File: src/rtl/port_age_buffer.sv
// port_age_buffer: four per-port flit FIFOs that track head-flit age; STARVE_FLAG_EN adds the starve output
module port_age_buffer #(
  parameter int DEPTH = 4
`ifdef STARVE_FLAG_EN
  , parameter logic [7:0] STARVE_TH = 8'd200
`endif
) (
  input  logic        clk,
  input  logic        reset,
  input  logic [3:0]  in_valid,
  input  logic [31:0] in_data,
  output logic [3:0]  in_ready,
  input  logic [3:0]  pop,
  output logic [3:0]  input_valid,
  output logic [31:0] age_of_data,
  output logic [31:0] input_data
`ifdef STARVE_FLAG_EN
  , output logic [3:0] starve
`endif
);
  localparam int AW = $clog2(DEPTH);
  genvar p;
  generate
    for (p = 0; p < 4; p++) begin : g_port
      logic [7:0] dmem [DEPTH];
      logic [7:0] amem [DEPTH];
      logic [AW-1:0] wr_ptr, rd_ptr;
      logic [AW:0] count;
      logic [DEPTH-1:0] occ;
      logic push, take;
      assign push = in_valid[p] && in_ready[p];
      assign take = pop[p] && input_valid[p];
      assign in_ready[p] = reset && (count < (AW+1)'(DEPTH));
      assign input_valid[p] = count != '0;
      assign input_data[8*p +: 8] = input_valid[p] ? dmem[rd_ptr] : 8'h00;
      assign age_of_data[8*p +: 8] = input_valid[p] ? amem[rd_ptr] : 8'h00;
`ifdef STARVE_FLAG_EN
      assign starve[p] = input_valid[p] && (amem[rd_ptr] >= STARVE_TH);
`endif
      // mark slots holding live flits: distance from the read pointer is below the occupancy
      always_comb begin
        occ = '0;
        for (int i = 0; i < DEPTH; i++) occ[i] = {1'b0, AW'(i) - rd_ptr} < count;
      end
      // FIFO storage, pointers and per-entry saturating age counters
      always_ff @(posedge clk or negedge reset) begin
        if (!reset) begin
          wr_ptr <= '0;
          rd_ptr <= '0;
          count <= '0;
          for (int i = 0; i < DEPTH; i++) begin
            dmem[i] <= 8'h00;
            amem[i] <= 8'h00;
          end
        end else begin
          for (int i = 0; i < DEPTH; i++) begin
            if (push && AW'(i) == wr_ptr) begin
              dmem[i] <= in_data[8*p +: 8];
              amem[i] <= 8'h00;
            end else if (occ[i] && !(take && AW'(i) == rd_ptr) && amem[i] != 8'hFF) begin
              amem[i] <= amem[i] + 8'd1;
            end
          end
          if (push) wr_ptr <= wr_ptr + 1'b1;
          if (take) rd_ptr <= rd_ptr + 1'b1;
          count <= count + (AW+1)'(push) - (AW+1)'(take);
        end
      end
    end
  endgenerate
endmodule
File: config.mk
export PLATFORM = sky130hd
export DESIGN_NAME = port_age_buffer
export DESIGN_NICKNAME = d
export VERILOG_FILES = /design/src/rtl/port_age_buffer.sv
export SDC_FILE = /design/constraint.sdc
export NUM_CORES = 1
export LEC_CHECK = 0
export CAP_MARGIN = 30
export CORE_ASPECT_RATIO = 0.8
export CORE_MARGIN = 1
export CORE_UTILIZATION = 40
export CTS_CLUSTER_DIAMETER = 120
export DETAILED_ROUTE_END_ITERATION = 8
export PLACE_DENSITY_LB_ADDON = 0.2
export SLEW_MARGIN = 20
export SYNTH_ARGS = -nofsm -noshare
export SYNTH_HDL_FRONTEND = slang
export SYNTH_SLANG_ARGS = --single-unit
File: constraint.sdc
create_clock -name clk -period 3.6 [get_ports clk]
set_input_delay 0.72 -clock clk [delete_from_list [all_inputs] [get_ports clk]]
set_output_delay 0.72 -clock clk [all_outputs]
set_load 0.03 [all_outputs]
Word-level counts from Yosys, hierarchy flattened. Cells that the tools add are included.

Add/sub/neg operators: 48. Magnitude comparators: 24. Equal/unequal tests: 40. Mux-type cells: 64. Bitwise logic cells: 4. Reduce and logical (&&, ||, !) cells: 120.

Operators by type and width (count): 2-to-1 mux 8 bit (56); adder 8 x 1 -> 8 bit (second input constant) (16); binary-select mux 8 bit (select 2 bit) (8); != test 8 bit (second input constant) (16); logical AND 1 bit (76); less-than comparator 2 x 3 -> 1 bit (16); equality test 2 bit (first input constant) (16); nonzero test 2 bit (16); adder 2 x 1 -> 2 bit (second input constant) (8); equality test 1 x 2 -> 1 bit (first input constant) (8); zero test 1 bit (16); zero test 2 bit (8); subtractor 1 x 2 -> 2 bit (first input constant) (8); subtractor 2 bit (first input constant) (8); adder 3 x 1 -> 3 bit (4); greater-or-equal comparator 3 bit (second input constant) (4); less-than comparator 3 bit (second input constant) (4); NOT 2 -> 3 bit (4); nonzero test 3 bit (4); subtractor 3 x 1 -> 3 bit (4).

Register bits after elaboration: 284. Input bits: 42. Output and inout bits: 72. Logic and storage cells: 344.

Logic depth before layout (Yosys ltp).
Depth after elaboration: 8. Gate-level depth with buffers: 11. Mapped depth without buffers: 9.

Least setup slack after synthesis. OpenSTA, ideal clock, no wires.

Path kind: register -> register. From: reg g_port[0].rd_ptr[1]. To: reg g_port[0].amem[13] in the netlist's numbering. Setup time: 79 ps. Data arrival time: 2846 ps. Data required time: 3521 ps. Path slack: 675 ps. Stages on the path, launching flop included: 12. Path buffers: 3. Clock period less this slack: 2925 ps. Cells stage by stage: dfrtp_1 > clkbuf_1 > buf_1 > inv_1 > ha_1 > inv_1 > ha_1 > nor2b_1 > a311o_1 > clkbuf_1 > nor4_1 > mux2i_1.

Longest elaborated chain between the ends: 6. Elaborated cells on any way between the ends: 8. Classes of those cells: add/sub (1); order compare (1); eq/ne (1); reduce/logical (5).

Ends and longest elaborated chain: start: declaration (RTL line 27) `logic [AW-1:0] wr_ptr, rd_ptr;`; start signal: assignment (RTL line 65) `if (take) rd_ptr <= rd_ptr + 1'b1;`; parallel branches: the longest is 3 deep, another holds less-than comparator 2 x 3 -> 1 bit; logical AND 1 bit (*) (2 in series) (RTL line 60) `end else if (occ[i] && !(take && AW'(i) == rd_ptr) && amem[i] != 8'hFF) begin`; nonzero test 2 bit (no source line) (*); end signal: indexed assignment (RTL line 61) `amem[i] <= amem[i] + 8'd1;`; end: declaration (RTL line 26) `logic [7:0] amem [DEPTH];`.

Every way passes the cells marked *. A chain may end at the register's enable or synchronous reset.

Worst setup path after layout.
From: reg g_port[3].rd_ptr[1]. To: out input_data[26].

Longest elaborated chain between the ends: 5.

Ends and longest elaborated chain: start: declaration (RTL line 27); start signal: assignment (RTL line 65); NOT 2 -> 3 bit (implied by the code) (RTL line 35) `assign input_data[8*p +: 8] = input_valid[p] ? dmem[rd_ptr] : 8'h00;`; binary-select mux 8 bit (select 2 bit) (RTL line 35); 2-to-1 mux 8 bit (implied by the code) (2 in series) (RTL line 35); 2-to-1 mux 8 bit (RTL line 35); end: declaration (RTL line 16) `output logic [31:0] input_data`.

No other way between the ends. The select of a mux whose other input is x is not followed.

==> impl_metrics.tcl <==
set metrics [dict create \
    ys_types 60 \
    startpoint "g_port[3].rd_ptr[1]$_DFFE_PN0P_" \
    io_buffer_count 113 \
    startpoint_type "register" \
    p_sw_mw 8.24 \
    skew_ns 0.0142 \
    cp_num_buf_inv 1 \
    critPathSlowestCell "dfrtp_1" \
    initial_core_util 0.406 \
    n_antenna_cell 0 \
    core_area_sq_um 40600 \
    vias 13200 \
    leakage_nw 8.64 \
    reg2reg_from "g_port[3].rd_ptr[1]$_DFFE_PN0P_" \
    arrival_ns 2.71 \
    vias_per_cell 5.59 \
    path_clk_slew_ns 0.05 \
    clock_latency_ns 0.52 \
    status "finished, final reports clean" \
    drv_slew 0 \
    stdcell_area_sq_um 19400 \
    dp_hpwl_mm 29.8 \
    critical_path_class "reg -> out" \
    synth_edf_count 0 \
    sw_frac_of_total 0.422 \
    track_usage 0.210 \
    rr_worst_depth 8 \
    post_cts_resized 0 \
    synthCells 1708 \
    cpLargestDelayFamily "flip-flops" \
    rsz0062_at_grt "false" \
    cp_cell_sequence "mux4_2 -> nor2b_1 -> clkdlybuf4s50_1" \
    drive_above_1_share 0.101 \
    grt_pass1_wl_mm 70.9 \
    cp_num_cells 3 \
    final_cells 2364 \
    grt_overflow 0 \
    nets 1918 \
    p_int_mw 11.3 \
    clockPowerShare 0.179 \
    clock_tree.root_cell "clkbuf_16" \
    finalSetupTns_ns 0 \
    slew_headroom 0.369 \
    yosys_warnings 0 \
    first_pass_iters 4 \
    grt_start_max_net_pins 66 \
    crit_end "input_data[26]" \
    drcViolationCount 0 \
    fp-row-count 66 \
    hp-class "in -> async" \
    ctsHoldBuffers 0 \
    max_freq_mhz 292 \
    wirelength_mm 43.2 \
    layout_common_cells "nand2_1, dfrtp_1, clkdlybuf4s50_1, a21oi_1, nand3_1" \
    clk_path_buf_depth 3 \
    drv_cap 0 \
    drt-initial-drc-count 990 \
    power.density_nw_per_um2 1010 \
    r2r-end "g_port[3].amem[29]$_DFFE_PN0P_" \
    synthToLayoutAreaGrowth_pct 17.4 \
    fin_crit_ns 3.43 \
    endpoint_kind "output pin" \
    final_common_cell "nand2_1" \
    p_seq_frac 0.317 \
    critical-path-max-stage-delay_ns 0.96 \
    wl_per_cell_um 18.3 \
    worst_slew_pin_slew_ns 0.947 \
    ys_ff_latch 284 \
    hold_viol_final 0 \
    fp.dieW_um 229 \
    die_area_sq_um 42000 \
    clock_sinks 284 \
    syn-num-nets 1826 \
    synth_ff_type "dfrtp_1" \
    grt_pass1_vias 12800 \
    gp_congestion 0.869 \
    post_cts_buffers 0 \
    ioPinCount 114 \
    period_share 0.952 \
    syn_area_per_cell_sq_um 9.65 \
    dp.cells 2308 \
    setup_viol 0 \
    dpl_cell_area_sq_um 18200 \
    numCtsBuffers 34 \
    async_flop_share 1.00 \
    synth.cell_area_sq_um 16500 \
    ir_drop_uv 619 \
    crit_fanout 20 \
    htreeDepth 2 \
    worstPathRequired_ns 2.88 \
    detail-route-antenna-nets 0 \
    yosysSeqAreaShare 0.431 \
    r2r_setup_slack_ns 0.61 \
    cts_tree "yes" \
    combPwrFrac 0.504 \
    fp.dieH_um 184 \
    antenna_found_initial 1 \
]
## synthesized netlist by cell type, types with 4 or more instances
cell | n | area share
or2_0 | 5 | 0.0019
or3_1 | 25 | 0.0095
nand2_1 | 421 | 0.096
nor2b_1 | 48 | 0.018
or4_1 | 31 | 0.014
o211a_1 | 5 | 0.0030
o21a_1 | 5 | 0.0023
clkbuf_1 | 76 | 0.017
o311ai_1 | 16 | 0.0085
a32oi_1 | 5 | 0.0027
a211oi_1 | 4 | 0.0018
or4b_1 | 5 | 0.0030
dfrtp_1 | 284 | 0.43
nor2_1 | 18 | 0.0041
buf_2 | 9 | 0.0027
xnor2_1 | 14 | 0.0074
o31a_1 | 8 | 0.0043
mux2i_1 | 24 | 0.015
or2_2 | 18 | 0.0068
o21ai_0 | 41 | 0.012
fa_1 | 4 | 0.0049
nor4_1 | 13 | 0.0049
a311oi_1 | 4 | 0.0021
nand3_1 | 76 | 0.023
o41ai_1 | 15 | 0.0080
o311a_1 | 6 | 0.0036
inv_1 | 53 | 0.012
nor3_1 | 13 | 0.0039
a32o_1 | 5 | 0.0030
o31ai_1 | 31 | 0.014
nand3b_1 | 4 | 0.0018
ha_1 | 72 | 0.055
mux2_2 | 12 | 0.0082
and4_1 | 15 | 0.0080
mux4_2 | 64 | 0.087
and3_1 | 30 | 0.011
o211ai_1 | 8 | 0.0036
nand2b_1 | 29 | 0.011
and2_1 | 49 | 0.019
o311ai_0 | 9 | 0.0048
a21oi_1 | 79 | 0.024
nand4b_1 | 5 | 0.0027
nand4_1 | 16 | 0.0061
## how the worst min path moves through the flow
stage | endpoint | slack, ns | depth (start not counted)
after floorplan | g_port[0].amem[0]$_DFFE_PN0P_ | 0.42 | 0
after global placement | g_port[3].dmem[16]$_DFFE_PN0P_ | 0.45 | 2
after detailed placement | g_port[2].dmem[2]$_DFFE_PN0N_ | 0.46 | 2
after CTS | g_port[3].dmem[23]$_DFFE_PN0P_ | 0.003 | 1
after global routing | g_port[0].count[0]$_DFF_PN0_ | 0.01 | 1
final | g_port[3].dmem[23]$_DFFE_PN0P_ | 0.03 | 1
## metal layers
metal,routed length [um],vias up,global-route usage,part of all wire
met5,0,-,0,0
met4,728,0,0.0493,0.017
met3,2020,53,0.0293,0.047
met2,19500,283,0.329,0.45
met1,20900,6567,0.306,0.48
li1,-,6316,-,-
## final cells by class
class | count | area, sq um
Clock inverter | 3 | 65.1
Sequential cell | 284 | 7110
Multi-Input combinational cell | 1279 | 8830
Clock buffer | 53 | 1060
Inverter | 53 | 199
Timing Repair Buffer | 148 | 1420
Tap cell | 544 | 681
Fill cell | 3807 | 21300
## power by group through the flow
stage	combinational, mW	clock (mW)	sequential (mW)
finish	9.84	3.49	6.18
global route	10.9	3.71	6.41
CTS	9.92	3.59	6.16
detailed placement	9.89	0	6.19
global placement	9.67	0	6.14
floorplan	7.17	0	5.56
## metrics by stage
step,util,total power [mW],hold slack (ns),worst slack [ns]
after floorplan,-,12.7,0.424,0.675
after global placement,0.448,15.8,0.453,0.662
after detailed placement,0.449,16.1,0.457,0.620
after CTS,0.476,19.7,0.00277,0.0924
after global routing,0.476,21.1,0.0102,0.00561
final,0.476,19.5,0.0301,0.172
## logic make-up (layout without fill, tap and decap cells)
group	Yosys count	in the layout	share of synthesized area
AOI/OAI and AO/OA	260	260	0.108
muxes	100	100	0.110
and+or+nand+nor	827	827	0.248
buffers and inverters	145	257	0.0344
adders and majority gates	76	76	0.0595
DFF	284	284	0.431
xor gates and xnor gates	16	16	0.00850
## sequential cells by signal, summed over array words and instances (netlist names)
| signal | cells |
|---|---|
| g_port.rd_ptr | 8 |
| g_port.count | 12 |
| g_port.dmem | 128 |
| g_port.wr_ptr | 8 |
| g_port.amem | 128 |
Power figures use the tool's default switching activity.
